$ cat src/rtl/seq_pattern_tx_pkg.sv
// Shared types and default sizing for the serial pattern transmitter.
package seq_pattern_tx_pkg;

    // Frame sequencer states.
    typedef enum logic [1:0] {
        StIdle,
        StSend,
        StGap,
        StDone
    } state_e;

    localparam int unsigned PatWDefault = 8;
    localparam int unsigned CntWDefault = 4;

endpackage

$ cat src/rtl/seq_shift_out.sv
// Holds the latched pattern, its length and the current bit index. Exposes the
// bit that will be on the line next cycle, so the top can register it.
module seq_shift_out #(
    parameter int unsigned PAT_W = 8,
    parameter int unsigned CNT_W = 4
) (
    input  logic             clk,
    input  logic             reset,
    input  logic             load,
    input  logic             restart,
    input  logic             shift,
    input  logic [PAT_W-1:0] pattern,
    input  logic [CNT_W-1:0] len,
    output logic             bit_nxt,
    output logic             bit_last
);

    logic [PAT_W-1:0] pat_q, pat_d;
    logic [CNT_W-1:0] len_q, len_d;
    logic [CNT_W-1:0] idx_q, idx_d;
    logic [PAT_W-1:0] shifted;

    // Next-state for pattern, length and bit index; load wins over restart/shift.
    always_comb begin
        pat_d = pat_q;
        len_d = len_q;
        idx_d = idx_q;
        if (load) begin
            pat_d = pattern;
            len_d = len;
            idx_d = len - CNT_W'(1);
        end else if (restart) begin
            idx_d = len_q - CNT_W'(1);
        end else if (shift) begin
            idx_d = idx_q - CNT_W'(1);
        end
        // Bit addressed by the index after this edge, i.e. next cycle's line value.
        shifted = pat_d >> idx_d;
        bit_nxt = shifted[0];
    end

    // idx_q addresses the bit currently on the line; zero means last of the repetition.
    assign bit_last = (idx_q == '0);

    // Latched operand and index registers.
    always_ff @(posedge clk or posedge reset) begin
        if (reset) begin
            pat_q <= '0;
            len_q <= '0;
            idx_q <= '0;
        end else begin
            pat_q <= pat_d;
            len_q <= len_d;
            idx_q <= idx_d;
        end
    end

endmodule

$ cat src/rtl/seq_pattern_tx.sv
// Serial pattern transmitter: sends a latched pattern MSB first, repeated reps
// times with gap zero bits between repetitions. All outputs are registered.
module seq_pattern_tx
    import seq_pattern_tx_pkg::*;
#(
    parameter int unsigned PAT_W = PatWDefault,
    parameter int unsigned CNT_W = CntWDefault
) (
    input  logic             clk,
    input  logic             reset,
    input  logic             start,
    input  logic [PAT_W-1:0] pattern,
    input  logic [CNT_W-1:0] len,
    input  logic [CNT_W-1:0] reps,
    input  logic [CNT_W-1:0] gap,
    output logic             out,
    output logic             out_valid,
    output logic             busy,
    output logic             done,
    output logic             err
);

    state_e           state_q, state_d;
    logic [CNT_W-1:0] reps_left_q, reps_left_d;
    logic [CNT_W-1:0] gap_len_q, gap_len_d;
    logic [CNT_W-1:0] gap_cnt_q, gap_cnt_d;
    logic             operands_ok;
    logic             ld, restart, shift, reject;
    logic             bit_nxt, bit_last;
    logic             out_d, out_valid_d, busy_d, done_d, err_d;

    assign operands_ok = (len != '0) && (32'(len) <= PAT_W) && (reps != '0);

    seq_shift_out #(
        .PAT_W (PAT_W),
        .CNT_W (CNT_W)
    ) u_shift (
        .clk      (clk),
        .reset    (reset),
        .load     (ld),
        .restart  (restart),
        .shift    (shift),
        .pattern  (pattern),
        .len      (len),
        .bit_nxt  (bit_nxt),
        .bit_last (bit_last)
    );

    // State and counter register.
    always_ff @(posedge clk or posedge reset) begin
        if (reset) begin
            state_q     <= StIdle;
            reps_left_q <= '0;
            gap_len_q   <= '0;
            gap_cnt_q   <= '0;
        end else begin
            state_q     <= state_d;
            reps_left_q <= reps_left_d;
            gap_len_q   <= gap_len_d;
            gap_cnt_q   <= gap_cnt_d;
        end
    end

    // Next-state, counter updates and shifter control.
    always_comb begin
        state_d     = state_q;
        reps_left_d = reps_left_q;
        gap_len_d   = gap_len_q;
        gap_cnt_d   = gap_cnt_q;
        ld          = 1'b0;
        restart     = 1'b0;
        shift       = 1'b0;
        reject      = 1'b0;
        unique case (state_q)
            StIdle: begin
                if (start) begin
                    if (operands_ok) begin
                        state_d     = StSend;
                        ld          = 1'b1;
                        reps_left_d = reps;
                        gap_len_d   = gap;
                    end else begin
                        reject = 1'b1;
                    end
                end
            end
            StSend: begin
                if (!bit_last) begin
                    shift = 1'b1;
                end else if (reps_left_q > CNT_W'(1)) begin
                    reps_left_d = reps_left_q - CNT_W'(1);
                    if (gap_len_q != '0) begin
                        state_d   = StGap;
                        gap_cnt_d = gap_len_q;
                    end else begin
                        // Back-to-back repetition: no idle cycle.
                        restart = 1'b1;
                    end
                end else begin
                    state_d     = StDone;
                    reps_left_d = '0;
                end
            end
            StGap: begin
                if (gap_cnt_q == CNT_W'(1)) begin
                    state_d   = StSend;
                    gap_cnt_d = '0;
                    restart   = 1'b1;
                end else begin
                    gap_cnt_d = gap_cnt_q - CNT_W'(1);
                end
            end
            StDone: begin
                state_d = StIdle;
            end
            default: begin
                state_d = StIdle;
            end
        endcase
    end

    // Output values for the cycle after this edge, derived from the next state.
    always_comb begin
        out_d       = (state_d == StSend) && bit_nxt;
        out_valid_d = (state_d == StSend) || (state_d == StGap);
        busy_d      = out_valid_d;
        done_d      = (state_d == StDone);
        err_d       = reject;
    end

    // Output registers; reset clears them asynchronously.
    always_ff @(posedge clk or posedge reset) begin
        if (reset) begin
            out       <= 1'b0;
            out_valid <= 1'b0;
            busy      <= 1'b0;
            done      <= 1'b0;
            err       <= 1'b0;
        end else begin
            out       <= out_d;
            out_valid <= out_valid_d;
            busy      <= busy_d;
            done      <= done_d;
            err       <= err_d;
        end
    end

endmodule

$ cat config.mk
export PLATFORM = sky130hd
export DESIGN_NAME = seq_pattern_tx
export DESIGN_NICKNAME = d
export VERILOG_FILES = /design/src/rtl/seq_pattern_tx_pkg.sv /design/src/rtl/seq_shift_out.sv /design/src/rtl/seq_pattern_tx.sv
export SDC_FILE = /design/constraint.sdc
export NUM_CORES = 1
export LEC_CHECK = 0
export ABC_AREA = 1
export CAP_MARGIN = 10
export CORE_MARGIN = 4
export CORE_UTILIZATION = 58
export DETAILED_ROUTE_END_ITERATION = 8
export PLACE_DENSITY = 0.84
export SYNTH_ARGS = -nofsm -noshare
export SYNTH_HDL_FRONTEND = slang
export SYNTH_SLANG_ARGS = --single-unit
$ cat constraint.sdc
create_clock -name clk -period 3.5 [get_ports clk]
set_input_delay 0.7 -clock clk [delete_from_list [all_inputs] [get_ports clk]]
set_output_delay 0.7 -clock clk [all_outputs]
set_load 0.02 [all_outputs]
==> impl_metrics.json, run 1 <==
{
  "clock_skew_ns": 0.0127,
  "p_leak_uw": 0.00122,
  "final_max_slew_viol_count": 0,
  "clock_path_buffers": 2,
  "clock-root-buffer": "clkbuf_4",
  "route.vias.total": 1688,
  "worst_pin_slew_ns": 0.545,
  "drcViolationCount": 0,
  "synth_nets": 285,
  "cp.required_ns": 3.77,
  "cts_setup_buffers": 0,
  "tns_ns": 0,
  "cts.sink_count": 34,
  "drtIter0Drc": 95,
  "synth_warnings": 0,
  "ios": 28,
  "status": "completed",
  "ys_seq_area_share_pct": 42.6,
  "n_antenna_cell": 0,
  "ys_ff_latch": 34,
  "cts_buffers": 5,
  "nets": 317,
  "cts_resized": 0,
  "cts_tree": "done",
  "fin_crit_sh_pct": 73.0,
  "min_path_type": "reg2reg",
  "drt-wirelength-per-cell_um": 12.1,
  "grt_start_max_net_pins": 35,
  "cp_data_arrival_time_ns": 2.83,
  "area_delta_synth_final_pct": 19.3,
  "min_period_ns": 2.56,
  "relSlewSlack_pct": 63.7,
  "cts.clk_slew.worst_paths_ns": 0.11,
  "dieArea_um2": 4450,
  "core_um2": 3340,
  "ctsHoldBuffers": 0,
  "start_kind": "input port",
  "initial_utilization_pct": 59.8,
  "synthCells": 249,
  "grt.total_usage_pct": 19.7,
  "grt_overflow": 0,
  "dp_hpwl_mm": 3.04,
  "drive_gt1_share_pct": 9.22,
  "dpl_worst_slack_ns": 0.617,
  "end_kind": "flip-flop",
  "wl_mm": 3.99,
  "fillers": 283,
  "htreeDepth": 2,
  "io_buffers": 27,
  "grt_pass1_wl_mm": 6.56,
  "postRouteAntennaNets": 0,
  "die_w_um": 66.7,
  "syn_area_um2": 2000,
  "dieHeight_um": 66.7,
  "setup_viol": 0,
  "peakVddDrop_mv": 0.232,
  "final_cell_mix": "71 x nand2_1, 34 x dfrtp_1, 32 x inv_1",
  "fmax_ghz": 0.391,
  "layout_commonest_cell": "nand2_1",
  "syn_area_per_cell_um2": 8.02,
  "vias_per_cell": 5.15,
  "yosysUniqueCellTypes": 36,
  "dr.pass1.iters": 4,
  "rsz0062_at_grt": "no",
  "fin_ws_ns": 0.945,
  "grt_antenna_before_repair": 0,
  "drv_cap": 0,
  "clk_latency_ns": 0.34,
  "hold_viol_final": 0,
  "p_per_area_nw_per_um2": 282,
  "worst-path-max-fanout": 22,
  "placement_rows": 21,
  "grt_pass1_vias": 1570,
  "path_class": "in2reg",
  "gp_congestion": 0.916
}
[kinds of logic (layout without fill, tap and decap cells)]
group | Yosys count | in the layout | synth area share [%]
XOR/XNOR | 9 | 9 | 4.32
AO/OA/AOI/OAI | 37 | 37 | 11.3
adder cells (fa/ha/maj) | 13 | 13 | 8.15
flip-flops | 34 | 34 | 42.6
AND/OR/NAND/NOR | 116 | 116 | 25.6
buffers and inverters | 40 | 73 | 7.96
[worst max-delay path, stage by stage]
cell and delay [ns]:
clkdlybuf4s50_1 0.47, inv_1 0.05, ha_1 0.21, nand2_2 0.10
xor2_2 0.17, nand2_2 0.11, nor2_8 0.14, buf_4 0.24
nand2_1 0.09, nand2_1 0.10, nand3_1 0.10, nand3_2 0.09
nand2_1 0.05, nand2_1 0.05, nand2_1 0.05, nor2_1 0.09
[cell usage after synthesis]
master      n  area share [%]
a21oi_1     6             1.5
a21oi_2     1            0.44
a221oi_1    1            0.44
a22o_1      1            0.44
a22oi_1     1            0.38
a32o_1      1            0.50
and3_1      1            0.31
buf_2       2            0.50
buf_4       1            0.38
clkbuf_1    1            0.19
dfrtp_1    34              43
ha_1       13             8.1
inv_1      32             6.0
inv_2       3            0.56
inv_4       1            0.31
nand2_1    71              13
nand2_2     5             1.6
nand3_1    18             4.5
nand3_2     2             1.0
nand4_1     1            0.31
nor2_1     13             2.4
nor2_8      1             1.0
nor3_1      2            0.50
o2111ai_1   1            0.44
o211ai_1    1            0.38
o21a_1      1            0.38
o21ai_0    17             4.3
o21ai_2     1            0.44
o221ai_1    1            0.44
o22ai_1     3            0.94
o31ai_1     1            0.38
or2_0       1            0.31
or2_2       1            0.31
xnor2_1     2            0.88
xor2_1      6             2.6
xor2_2      1            0.81
[sequential cells by signal, indices dropped and copies added, names as in the netlist]
register,cells
reps_left_q,4
err,1
u_shift.idx_q,4
gap_cnt_q,4
u_shift.pat_q,8
u_shift.len_q,4
gap_len_q,4
out,1
state_q,2
busy,1
done,1
[metal layers]
layer	up-vias	GRT usage [%]	routed length [um]
li1	864	-	-
met1	764	22.2	1710
met2	44	34.2	1950
met3	16	5.06	185
met4	0	9.90	137
met5	-	0	0
[final cells by class]
cell class                      count  area (um^2)  share of cell area [%]
Clock buffer                        6         51.3                    2.15
Clock inverter                      2         12.5                   0.525
Inverter                           36          138                    5.78
Multi-Input combinational cell    175          987                    41.4
Sequential cell                    34          851                    35.7
Tap cell                           46         57.6                    2.42
Timing Repair Buffer               29          285                    12.0
[power breakdown]
part	internal, uW	switching [uW]	total, uW	leakage (uW)
clock	96.6	138	235	0.0000343
sequential	393	0	393	0.000425
combinational	26.0	19.3	45.3	0.000763
total	515	157	672	0.00122
[final timing paths]
| kind | startpoint | end | slack [ns] | depth (start not counted) |
|---|---|---|---|---|
| min in group asynchronous | reset | gap_len_q[0] | 0.75 | 3 |
| hold / removal | u_shift.pat_q[0] | u_shift.pat_q[0] | 0.48 | 2 |
| setup reg to reg | state_q[1] | out | 1.20 | 16 |
| setup / recovery | len[0] | out | 0.94 | 16 |
| hold reg to reg | u_shift.pat_q[0] | u_shift.pat_q[0] | 0.48 | 2 |
| max in group asynchronous | reset | gap_len_q[2] | 2.44 | 3 |
[stage by stage]
step	area [um^2]	cells	util (%)	total power, uW	hold WS [ns]
floorplan	2000	249	-	415	0.438
global placement	2320	320	69.5	446	0.454
detailed placement	2320	320	69.5	446	0.459
CTS	2380	328	71.4	678	0.486
global route	2380	328	71.4	703	0.511
finish	2380	328	71.4	673	0.482
Power figures use the tool's default switching activity.
==> run 2: changes to the inputs <==
--- a/config.mk
+++ b/config.mk
@@ -8,9 +8,9 @@
 export ABC_AREA = 1
 export CAP_MARGIN = 10
 export CORE_MARGIN = 4
-export CORE_UTILIZATION = 58
+export CORE_UTILIZATION = 49
 export DETAILED_ROUTE_END_ITERATION = 8
-export PLACE_DENSITY = 0.84
+export PLACE_DENSITY = 0.76
 export SYNTH_ARGS = -nofsm -noshare
 export SYNTH_HDL_FRONTEND = slang
 export SYNTH_SLANG_ARGS = --single-unit
==> constraint.sdc (replaced) <==
create_clock -name clk -period 2.2 [get_ports clk]
set_input_delay 0.44 -clock clk [delete_from_list [all_inputs] [get_ports clk]]
set_output_delay 0.44 -clock clk [all_outputs]
set_load 0.02 [all_outputs]
==> impl_metrics.json, run 2 (synthesis results as in run 1) <==
{
  "grt_start_max_net_pins": 35,
  "dieHeight_um": 71.8,
  "wl_mm": 4.47,
  "cp_data_arrival_time_ns": 2.32,
  "net-switching-power_uw": 257,
  "clock_path_buffers": 2,
  "layout_commonest_cell": "nand2_1",
  "grt_pass1_wl_mm": 7.56,
  "power.internal_uw": 923,
  "drt-wirelength-per-cell_um": 12.5,
  "cp_common_cell": "nand2_1",
  "clock_skew_ns": 0.00742,
  "utilization_pct": 70.4,
  "ctsHoldBuffers": 0,
  "critical_path.max_stage_delay_ns": 0.59,
  "dr.pass1.iters": 4,
  "path_class": "in2reg",
  "io_buffers": 27,
  "area_delta_synth_final_pct": 33.8,
  "p_per_area_nw_per_um2": 442,
  "htreeDepth": 2,
  "relSlewSlack_pct": 71.1,
  "cpMaxStageDelayCell": "clkdlybuf4s50_1",
  "n_antenna_cell": 0,
  "p_seq_share_pct": 53.0,
  "dpl-instance-area_um2": 2490,
  "min_path_type": "in2reg",
  "worst_pin_slew_ns": 0.433,
  "postRouteAntennaNets": 0,
  "end_kind": "flip-flop",
  "fillers": 297,
  "path_buf_inv": 3,
  "clk_latency_ns": 0.28,
  "p_clk_share_pct": 40.3,
  "drcViolationCount": 0,
  "core_um2": 3800,
  "vias_per_cell": 5.03,
  "hold_viol_final": 0,
  "clock-root-buffer": "clkbuf_8",
  "path_cells": "clkdlybuf4s50_1, xor2_2, nand2_2, nor2_8, inv_8, or2_1, nand2_2, inv_2, nand3_2, nand2_1, nand2_1, nand2_1, nor2_1",
  "final_cell_mix": "68 x nand2_1, 34 x dfrtp_1, 31 x inv_1",
  "worst-path-max-fanout": 7,
  "cts.sink_count": 34,
  "placement_rows": 22,
  "ios": 28,
  "cp.required_ns": 2.42,
  "min_period_ns": 2.10,
  "path_delay_family": "simple AND/OR/NAND/NOR gates",
  "final_area_um2": 2670,
  "fin_crit_sh_pct": 95.3,
  "grt_antenna_before_repair": 0,
  "peakVddDrop_mv": 0.377,
  "grt_pass1_vias": 1782,
  "drv_cap": 0,
  "drtIter0Drc": 85,
  "grt.total_usage_pct": 18.7,
  "cts_buffers": 5,
  "regMostFlops": "u_shift.pat_q",
  "hold_ws_ns": 0.422,
  "status": "completed",
  "initial_utilization_pct": 52.6,
  "fmax_ghz": 0.477,
  "start_kind": "input port",
  "cts_tree": "done",
  "gp_congestion": 0.853,
  "final_max_slew_viol_count": 0,
  "nets": 344,
  "p_leak_uw": 0.00139,
  "dieArea_um2": 5160,
  "grt_overflow": 0,
  "drive_gt1_share_pct": 20.4,
  "route.vias.total": 1796,
  "cts.clk_slew.worst_paths_ns": 0.07,
  "largest_register_ffs": 8,
  "setup_viol": 0,
  "die_w_um": 71.8,
  "comb_power_share_pct": 6.7,
  "p_sw_share_pct": 21.7,
  "dp_hpwl_mm": 3.29
}
-- run 2: layer usage --
metal	vias to the layer above	wire length (um)	track usage [%]	part of all wire, %
li1	913	-	-	-
met1	833	1830	20.7	41
met2	37	2310	33.5	52
met3	13	185	5.05	4.1
met4	0	140	7.52	3.1
met5	-	0	0	0
-- run 2: layout make-up --
cell class / count / area, um^2 / share of cell area (%)
Clock buffer: 7 / 86.3 / 3.23
Timing Repair Buffer: 55 / 493 / 18.4
Inverter: 36 / 143 / 5.34
Clock inverter: 1 / 5.00 / 0.187
Timing Repair inverter: 1 / 6.26 / 0.234
Tap cell: 48 / 60.1 / 2.25
Multi-Input combinational cell: 175 / 1030 / 38.5
Sequential cell: 34 / 851 / 31.8
-- run 2: power groups by stage --
stage                     logic, uW  clock network [uW]  registers (uW)
after detailed placement       79.7                   0             637
after global placement         78.6                   0             637
after floorplan                23.3                   0             637
after global routing           87.2                 522             624
after CTS                      79.8                 487             625
final                          79.3                 476             625
-- run 2: worst register-to-register path, cell delays in order (launching register included) --
cell	delay (ns)
dfrtp_1	0.39
inv_1	0.11
ha_2	0.27
nand2_1	0.18
nor2_8	0.23
inv_8	0.06
or2_1	0.24
nand2_2	0.13
inv_2	0.05
nand3_2	0.06
nand2_1	0.05
nand2_1	0.06
nand2_1	0.06
nor2_1	0.08
-- run 2: stage by stage --
step	cells	power (uW)	setup WS, ns	TNS (ns)
5_1_grt	357	1230	-0.0242	-0.0242
2_1_floorplan	249	660	0.146	0
3_3_place_gp	344	715	-0.284	-1.67
3_5_place_dp	344	716	-0.369	-2.40
6_report	357	1180	0.103	0
4_1_cts	356	1190	0.131	0
-- run 2: path summary, 6_finish.rpt --
kind	to	cells past startpoint	start	slack [ns]
max in group asynchronous	reps_left_q[3]	3	reset	1.34
min in group asynchronous	u_shift.len_q[1]	3	reset	0.54
setup / recovery	out	13	len[3]	0.10
hold / removal	u_shift.len_q[2]	3	len[2]	0.42
setup reg to reg	out	13	state_q[0]	0.14
hold reg to reg	u_shift.pat_q[5]	2	u_shift.pat_q[5]	0.48
-- run 2: timing repair --
item / in CTS / in global routing
gates resized for setup: 7 / 11
pin swaps: 4 / 4
setup endpoints to repair: 2 / 1
setup buffers: 3 / 1
cloned: 1 / 0
